===== src/rtl/uart_tx_engine.sv =====
// UART transmit engine: serialises one byte per accepted load as
// start bit, 7/8 data bits LSB-first, optional parity, one stop bit.
// Optional busy-load overflow flag enabled by defining UART_TX_OVF_EN.
module uart_tx_engine #(
  parameter int unsigned BAUD_W = 20
) (
  input  logic              clk,
  input  logic              rst,
  input  logic              load,
  input  logic [7:0]        out_port,
  input  logic              eight,
  input  logic              pen,
  input  logic              ohel,
  input  logic [BAUD_W-1:0] baud_val,
`ifdef UART_TX_OVF_EN
  input  logic              clr_ovf,
  output logic              txovf,
`endif
  output logic              tx,
  output logic              txrdy,
  output logic              tx_done
);

  typedef enum logic [2:0] {StIdle, StStart, StData, StParity, StStop} state_e;

  localparam logic [BAUD_W-1:0] One = {{(BAUD_W-1){1'b0}}, 1'b1};

  state_e              r_state, w_state_d;
  logic [BAUD_W-1:0]   r_cnt, w_cnt_d;    // clocks left in current bit, minus one
  logic [BAUD_W-1:0]   r_bt, w_bt_d;      // bit time minus one, reload value
  logic [7:0]          r_data, w_data_d;
  logic                r_eight, w_eight_d;
  logic                r_pen, w_pen_d;
  logic                r_ohel, w_ohel_d;
  logic [2:0]          r_bit, w_bit_d;    // index of data bit being driven
  logic                r_tx, w_tx_d;

  logic [7:0] w_mask;
  logic       w_par;
  logic       w_last;
  logic [2:0] w_bit_inc;

  assign w_mask    = r_eight ? 8'hFF : 8'h7F;
  assign w_par     = (^(r_data & w_mask)) ^ r_ohel;
  assign w_last    = (r_bit == (r_eight ? 3'd7 : 3'd6));
  assign w_bit_inc = r_bit + 3'd1;

  // Next-state logic: load capture in idle, bit sequencing at each bit boundary.
  always_comb begin
    w_state_d = r_state;
    w_cnt_d   = r_cnt;
    w_bt_d    = r_bt;
    w_data_d  = r_data;
    w_eight_d = r_eight;
    w_pen_d   = r_pen;
    w_ohel_d  = r_ohel;
    w_bit_d   = r_bit;
    w_tx_d    = r_tx;
    if (r_state == StIdle) begin
      w_tx_d = 1'b1;
      if (load) begin
        w_data_d  = out_port;
        w_eight_d = eight;
        w_pen_d   = pen;
        w_ohel_d  = ohel;
        // A zero bit time behaves as one clock per bit.
        w_bt_d    = (baud_val == '0) ? '0 : (baud_val - One);
        w_cnt_d   = (baud_val == '0) ? '0 : (baud_val - One);
        w_bit_d   = 3'd0;
        w_state_d = StStart;
        w_tx_d    = 1'b0;
      end
    end else if (r_cnt != '0) begin
      w_cnt_d = r_cnt - One;
    end else begin
      w_cnt_d = r_bt;
      unique case (r_state)
        StStart: begin
          w_state_d = StData;
          w_bit_d   = 3'd0;
          w_tx_d    = r_data[0];
        end
        StData: begin
          if (!w_last) begin
            w_bit_d = w_bit_inc;
            w_tx_d  = r_data[w_bit_inc];
          end else if (r_pen) begin
            w_state_d = StParity;
            w_tx_d    = w_par;
          end else begin
            w_state_d = StStop;
            w_tx_d    = 1'b1;
          end
        end
        StParity: begin
          w_state_d = StStop;
          w_tx_d    = 1'b1;
        end
        StStop: begin
          w_state_d = StIdle;
          w_cnt_d   = '0;
          w_tx_d    = 1'b1;
        end
        default: begin
          w_state_d = StIdle;
          w_tx_d    = 1'b1;
        end
      endcase
    end
  end

  // State register with synchronous active-low reset; abandons any frame in flight.
  always_ff @(posedge clk) begin
    if (!rst) begin
      r_state <= StIdle;
      r_cnt   <= '0;
      r_bt    <= '0;
      r_data  <= 8'h00;
      r_eight <= 1'b0;
      r_pen   <= 1'b0;
      r_ohel  <= 1'b0;
      r_bit   <= 3'd0;
      r_tx    <= 1'b1;
    end else begin
      r_state <= w_state_d;
      r_cnt   <= w_cnt_d;
      r_bt    <= w_bt_d;
      r_data  <= w_data_d;
      r_eight <= w_eight_d;
      r_pen   <= w_pen_d;
      r_ohel  <= w_ohel_d;
      r_bit   <= w_bit_d;
      r_tx    <= w_tx_d;
    end
  end

  assign tx      = r_tx;
  assign txrdy   = (r_state == StIdle);
  assign tx_done = (r_state == StStop) && (r_cnt == '0);

`ifdef UART_TX_OVF_EN
  logic r_txovf;

  // Sticky overflow flag: a busy-time load sets it, set beats clear.
  always_ff @(posedge clk) begin
    if (!rst) begin
      r_txovf <= 1'b0;
    end else if (load && (r_state != StIdle)) begin
      r_txovf <= 1'b1;
    end else if (clr_ovf) begin
      r_txovf <= 1'b0;
    end
  end

  assign txovf = r_txovf;
`endif

endmodule

===== config.mk =====
export PLATFORM = sky130hd
export DESIGN_NAME = uart_tx_engine
export DESIGN_NICKNAME = d
export VERILOG_FILES = /design/src/rtl/uart_tx_engine.sv
export SDC_FILE = /design/constraint.sdc
export NUM_CORES = 1
export LEC_CHECK = 0
export BUFFER_PORTS_ARGS = -buffer_cell sky130_fd_sc_hd__buf_2
export CAP_MARGIN = 10
export CORE_MARGIN = 2
export CORE_UTILIZATION = 53
export DETAILED_ROUTE_END_ITERATION = 10
export GPL_ROUTABILITY_DRIVEN = 0
export GPL_TIMING_DRIVEN = 0
export PLACE_DENSITY_LB_ADDON = 0.12
export SLEW_MARGIN = 5
export SYNTH_ARGS = -nofsm -noshare
export SYNTH_HDL_FRONTEND = slang
export SYNTH_SLANG_ARGS = --single-unit

===== constraint.sdc =====
create_clock -name clk -period 2.4 [get_ports clk]
set_clock_uncertainty 0.05 [all_clocks]
set_input_delay 0.72 -clock clk [delete_from_list [all_inputs] [get_ports clk]]
set_output_delay 0.72 -clock clk [all_outputs]
set_load 0.1 [all_outputs]

==> flow_summary.toml, run 1 <==
[outcome]
status = "finished with violations"
violations = "setup timing"

[yosys]
async_flop_share_pct = 0
synth_cells = 430
synth-seq-cells = 58
syn_nets = 469
yosysTopAreaCell = "dfxtp_1"
yosysSeqAreaShare_pct = 33.1
yosysWarnings = 0
syn_area_mm2 = 0.00351
synth-edff-count = 0
synth_top_area_share_pct = 33.1
synth.top_cells.by_area = "dfxtp_1 (33%), nand2_1 (7.2%), xnor2_1 (5.7%)"
synth_cell_types = 64
synthFlopType = "dfxtp_1"
avgSynthCellArea_um2 = 8.16

[floorplanning]
fp.dieW_um = 85.4
initial_core_util_pct = 55.0
dieArea_mm2 = 0.00729
core-area_mm2 = 0.00639
fp.dieH_um = 85.4
ioPinCount = 37
rows = 29

[setup_path]
crit_family = "simple AND/OR/NAND/NOR gates"
crit_path_end_kind = "output pin"
path_class = "reg -> out"
reg2regPathDepth = 9
crit_slowest_cell = "dfxtp_2"
critPathRequiredTime_ns = 1.63
worst-path-max-fanout = 4
worstSetupPathDepth = 6
cp.arrival_ns = 1.80
start_kind = "flop"
critical_path.cell_chain = "inv_2 -> ha_4 -> nor3b_4 -> nand4_1 -> nor3_4 -> buf_12"
slowest_delay_ns = 0.34
cp_num_buf_inv = 2

[routing]
avgRoutedWirePerCell_um = 17.9
first_pass_iters = 6
drc = 0
drtIter0Drc = 365
viasPerCell = 6.30
drtAntennaViolNets = 0
vias = 3576
drt-total-wl_um = 10100

[clock_network]
path_clk_slew_ns = 0.07
clk_latency_ns = 0.34
clockRootBuffer = "clkbuf_8"
cts_hold_buf = 0
h-tree-depth = 3
cts_buffers = 9
cts_tree = "done"
clock_path_buffers = 2
numClockSinks = 58

[run]
cap_violations = 0

[final_layout]
final_common_cell = "nand2_1"
drive_gt1_share_pct = 24.4
nNetsFinal = 525
layout_common_cells = "nand2_1 (67), dfxtp_1 (53), buf_2 (38), a21oi_1 (37)"
syn_to_final_growth_pct = 20.6
insertedDiodeCount = 0
final_util_pct = 66.3
stdcell_area_mm2 = 0.00423

[timing]
tightest_slew_ns = 0.764
setup_ws_ns = -0.173
holdWs_ns = 0.403
final_max_slew_viol_count = 0
layout_worst_path_cycle_share_pct = 107
rsz0062_at_grt = "yes"
fmax_ghz = 0.389
fin_crit_ns = 2.57
maxSlewHeadroom_pct = 48.6
hold_violations = 0
setup_tns_ns = -0.173
setup_viol = 1

[place]
io_buffers = 35
dp_slack_ns = -0.510
postPlaceCellArea_mm2 = 0.00383
hpwl_um = 7310

[global_route]
grt_max_degree = 11
grt_pass1_wl_um = 16400
track_usage_pct = 28.4
grt_pass1_vias = 3327
antenna_found_initial = 0
grt_overflow = 0

[pwr]
ir_drop_mv = 0.522
leakage_nw = 1.55
powerDensity_mw_per_mm2 = 785

[min_path]
hold_depth = 2
hp-class = "reg -> reg"
[flip-flops by register name, indices dropped and copies added (netlist names)]
name,count
r_bt,20
r_cnt,20
r_data,8
r_bit,3
r_state,3
r_eight,1
r_ohel,1
r_pen,1
tx,1
[worst reg2reg max path: stages (launching register included)]
cell,delay (ns)
dfxtp_2,0.34
inv_2,0.08
buf_4,0.10
buf_4,0.10
ha_1,0.19
or3b_2,0.53
or3_2,0.45
xnor2_1,0.14
a2bb2oi_1,0.16
a21oi_1,0.08
[synth_stat cells (3+ instances only)]
cell type	n
a21oi_1	37
a22o_1	3
a22oi_1	10
a2bb2oi_1	9
a31oi_1	11
a41oi_1	3
and2_1	3
buf_2	8
clkbuf_1	15
dfxtp_1	58
ha_1	5
inv_1	10
nand2_1	67
nand3_1	9
nand4_1	10
nand4b_1	3
nor2_1	24
nor3_1	7
nor3b_1	3
nor4_1	9
nor4_4	3
o211ai_1	3
o21a_1	4
o21ai_0	19
o31a_1	7
o31ai_1	3
or3_1	5
or4_1	7
xnor2_1	23
xor2_1	6
[power breakdown]
group	switching (W)	leakage, nW	internal, W
Clock	0.000402	0.0893	0.000476
Sequential	0.000123	0.478	0.00108
Combinational	0.000741	0.983	0.000502
Total	0.00127	1.55	0.00205
[per-layer routing]
| metal | up-vias | share of wire [%] | track usage (%) |
|---|---|---|---|
| met3 | 27 | 6.3 | 4.96 |
| met5 | - | 0 | 0 |
| li1 | 1712 | - | - |
| met2 | 150 | 48 | 46.9 |
| met1 | 1687 | 43 | 36.8 |
| met4 | 0 | 2.8 | 11.4 |
[path summary, 6_finish.rpt]
path / startpoint / end / slack (ns)
max: r_cnt[1]$_SDFFE_PN0P_ / tx_done / -0.17
max reg2reg: r_cnt[1]$_SDFFE_PN0P_ / r_cnt[6]$_SDFFE_PN0P_ / 0.04
min: r_bt[9]$_SDFFE_PN0P_ / r_bt[9]$_SDFFE_PN0P_ / 0.40
min reg2reg: r_bt[9]$_SDFFE_PN0P_ / r_bt[9]$_SDFFE_PN0P_ / 0.40
[timing repair]
item,4_1_cts,5_1_grt
pin swaps,4,4
gates resized for setup,22,17
endpoints found under the setup margin,15,31
buffers inserted,7,4
[metrics by stage]
step,power (W),instances
global placement,0.00229,542
detailed placement,0.00231,542
global route,0.00348,568
floorplan,0.00200,430
CTS,0.00328,565
finish,0.00332,568
[cell families (layout without fill, tap and decap cells)]
| family | Yosys count | in the layout | share of synthesized area (%) |
|---|---|---|---|
| and+or+nand+nor | 170 | 170 | 26.5 |
| AOI/OAI and AO/OA | 125 | 125 | 23.7 |
| DFF | 58 | 58 | 33.1 |
| xor gates and xnor gates | 30 | 30 | 7.88 |
| muxes | 6 | 6 | 2.50 |
| adders and majority gates | 5 | 5 | 1.78 |
| buffers and inverters | 36 | 97 | 4.56 |
[final cells by class]
type | count | area (um2)
clock buffer | 11 | 131
sequential | 58 | 1170
timing repair buffer | 46 | 300
fill | 550 | 2150
tap | 77 | 96.3
buffer | 24 | 133
inverter | 11 | 51.3
clock inverter | 5 | 55.1
multi-input combinational | 336 | 2300
(Power assumes the default switching activity.)
==> run 2: changes to the inputs <==
- CORE_UTILIZATION: 53 -> 59
- SKIP_LAST_GASP: default -> 1
- clock period: 2.4 -> 2.5 ns (I/O delays scaled with it)
==> run 2 against run 1 <==
Net effect: the flow still finishes with violations (setup timing); register-to-register slack got worse by 0.05 ns; wire length fell by 4.6%; clock power fell by 13%; non-clock buffer count did not move; combinational power fell by 6%; setup slack improved by 0.091 ns; critical path type unchanged; largest cell class unchanged.
==> flow_summary.toml, run 2 (synthesized netlist as in run 1, its figures left out) <==
[outcome]
status = "finished with violations"
violations = "setup timing"

[floorplanning]
ioPinCount = 37
fp.dieW_um = 81.1
dieArea_mm2 = 0.00658
rows = 28
fp.dieH_um = 81.1
initial_core_util_pct = 60.0
core-area_mm2 = 0.00585

[timing]
final_max_slew_viol_count = 0
fmax_ghz = 0.387
layout_worst_path_cycle_share_pct = 103
holdWs_ns = 0.402
maxSlewHeadroom_pct = 50.3
setup_tns_ns = -0.0947
fin_crit_ns = 2.58
tightest_slew_ns = 0.743
setup_viol = 2
hold_violations = 0
rsz0062_at_grt = "yes"
setup_ws_ns = -0.0818

[pwr]
leakage_nw = 1.53
switching_share_pct = 37.8
clkPwrFrac_pct = 24.9
powerDensity_mw_per_mm2 = 743
power_frac_seq_pct = 37.1
intPower_w = 0.00192
ir_drop_mv = 0.366
p_sw_w = 0.00116
pwr-share-comb_pct = 37.9

[clock_network]
cts_tree = "done"
cts_buffers = 9
cts_hold_buf = 0
path_clk_slew_ns = 0.06
numClockSinks = 58
h-tree-depth = 3
clk_latency_ns = 0.34
clock_path_buffers = 2
clockRootBuffer = "clkbuf_8"

[place]
io_buffers = 35
hpwl_um = 6910
dp_cells = 540

[setup_path]
crit_family = "simple AND/OR/NAND/NOR gates"
slowest_delay_ns = 0.34
path_class = "reg -> out"
cp.arrival_ns = 1.78
crit_slowest_cell = "dfxtp_2"
critical_path.cell_chain = "inv_2 -> ha_4 -> nor3b_4 -> nand4_1 -> nor3_4 -> buf_12"
cp_num_buf_inv = 2
worst-path-max-fanout = 4
critPathRequiredTime_ns = 1.70
crit_path_end_kind = "output pin"
start_kind = "flop"
crit_start = "r_cnt[1]$_SDFFE_PN0P_"
r2r_start = "r_cnt[1]$_SDFFE_PN0P_"

[min_path]
min_from = "r_bt[9]$_SDFFE_PN0P_"
hp-class = "reg -> reg"

[final_layout]
syn_to_final_growth_pct = 18.1
final_util_pct = 70.9
nNetsFinal = 525
drive_gt1_share_pct = 22.2
fill_cells = 480
final_cells = 565
final_common_cell = "nand2_1"
insertedDiodeCount = 0
layout_common_cells = "nand2_1 (67), dfxtp_1 (54), buf_2 (40), a21oi_1 (37), nor2_1 (24)"
largestRegisters = "r_bt: 20 flops, r_cnt: 20 flops, r_data: 8 flops"

[global_route]
track_usage_pct = 30.9
grt_pass1_vias = 3184
antenna_found_initial = 0
grt_overflow = 0
grt_pass1_wl_um = 15500
grt_max_degree = 11

[routing]
drtAntennaViolNets = 0
viasPerCell = 6.23
avgRoutedWirePerCell_um = 17.1
first_pass_iters = 7
drt-total-wl_um = 9680
drc = 0
drtIter0Drc = 276
vias = 3521

[run]
cap_violations = 0
[run 2: changes by cell type in the layout (fill, tap and decap cells not counted), moves of 2 or more]
cell and change:
inv_1 +2, buf_2 +2, dfxtp_2 -2, buf_6 -2, clkbuf_8 +2
[run 2: worst register-to-register path: cells and delay by family, from the launching register on]
family | cells | cell delay, ns
AO/OA/AOI/OAI | 1 | 0.16
adder cells (fa/ha/maj) | 1 | 0.20
buffers and inverters | 2 | 0.20
flip-flops | 1 | 0.34
multiplexers | 1 | 0.28
AND/OR/NAND/NOR | 3 | 1.21
[run 2: routing by layer]
| metal | part of all wire [%] | up-vias | global-route usage (%) |
|---|---|---|---|
| li1 | - | 1716 | - |
| met1 | 44 | 1642 | 39.4 |
| met2 | 48 | 144 | 52.8 |
| met3 | 6.5 | 19 | 5.89 |
| met4 | 1.8 | 0 | 10.0 |
| met5 | 0 | - | 0 |
[run 2: power by group through the flow]
stage	sequential [W]	clock, W	combinational, W
3_3_place_gp	0.00115	0	0.00102
5_1_grt	0.00116	0.000810	0.00127
2_1_floorplan	0.00115	0	0.000768
4_1_cts	0.00114	0.000768	0.00110
6_report	0.00114	0.000768	0.00117
3_5_place_dp	0.00115	0	0.00103
[run 2: cell type report]
| type | count | area [um2] | area share, % |
|---|---|---|---|
| Multi-Input combinational cell | 336 | 2260 | 54.5 |
| Sequential cell | 58 | 1170 | 28.2 |
| Timing Repair Buffer | 45 | 280 | 6.76 |
| Clock buffer | 13 | 159 | 3.83 |
| Buffer | 25 | 126 | 3.05 |
| Tap cell | 75 | 93.8 | 2.26 |
| Inverter | 11 | 46.3 | 1.12 |
| Clock inverter | 2 | 12.5 | 0.302 |
[run 2: path summary, 6_finish.rpt]
check,end,slack (ns),cells after the start
worst max-delay path,tx_done,-0.08,6
worst min register to register,r_bt[9]$_SDFFE_PN0P_,0.40,2
worst min-delay path,r_bt[9]$_SDFFE_PN0P_,0.40,2
worst max register to register,r_cnt[18]$_SDFFE_PN0P_,-0.01,8
[run 2: stage by stage]
stage                     setup WS [ns]  power [W]  instance area [um2]
after floorplan                  -0.175    0.00192                 3530
after global placement           -0.418    0.00217                 3800
after detailed placement         -0.478    0.00218                 3800
after CTS                        -0.119    0.00300                 4060
after global routing             -0.189    0.00323                 4150
final                           -0.0818    0.00308                 4150
[run 2: repair_timing]
item	4_1_cts	5_1_grt
buffers inserted	5	5
pin swaps	4	3
setup endpoints to repair	13	25
resized for setup	13	21
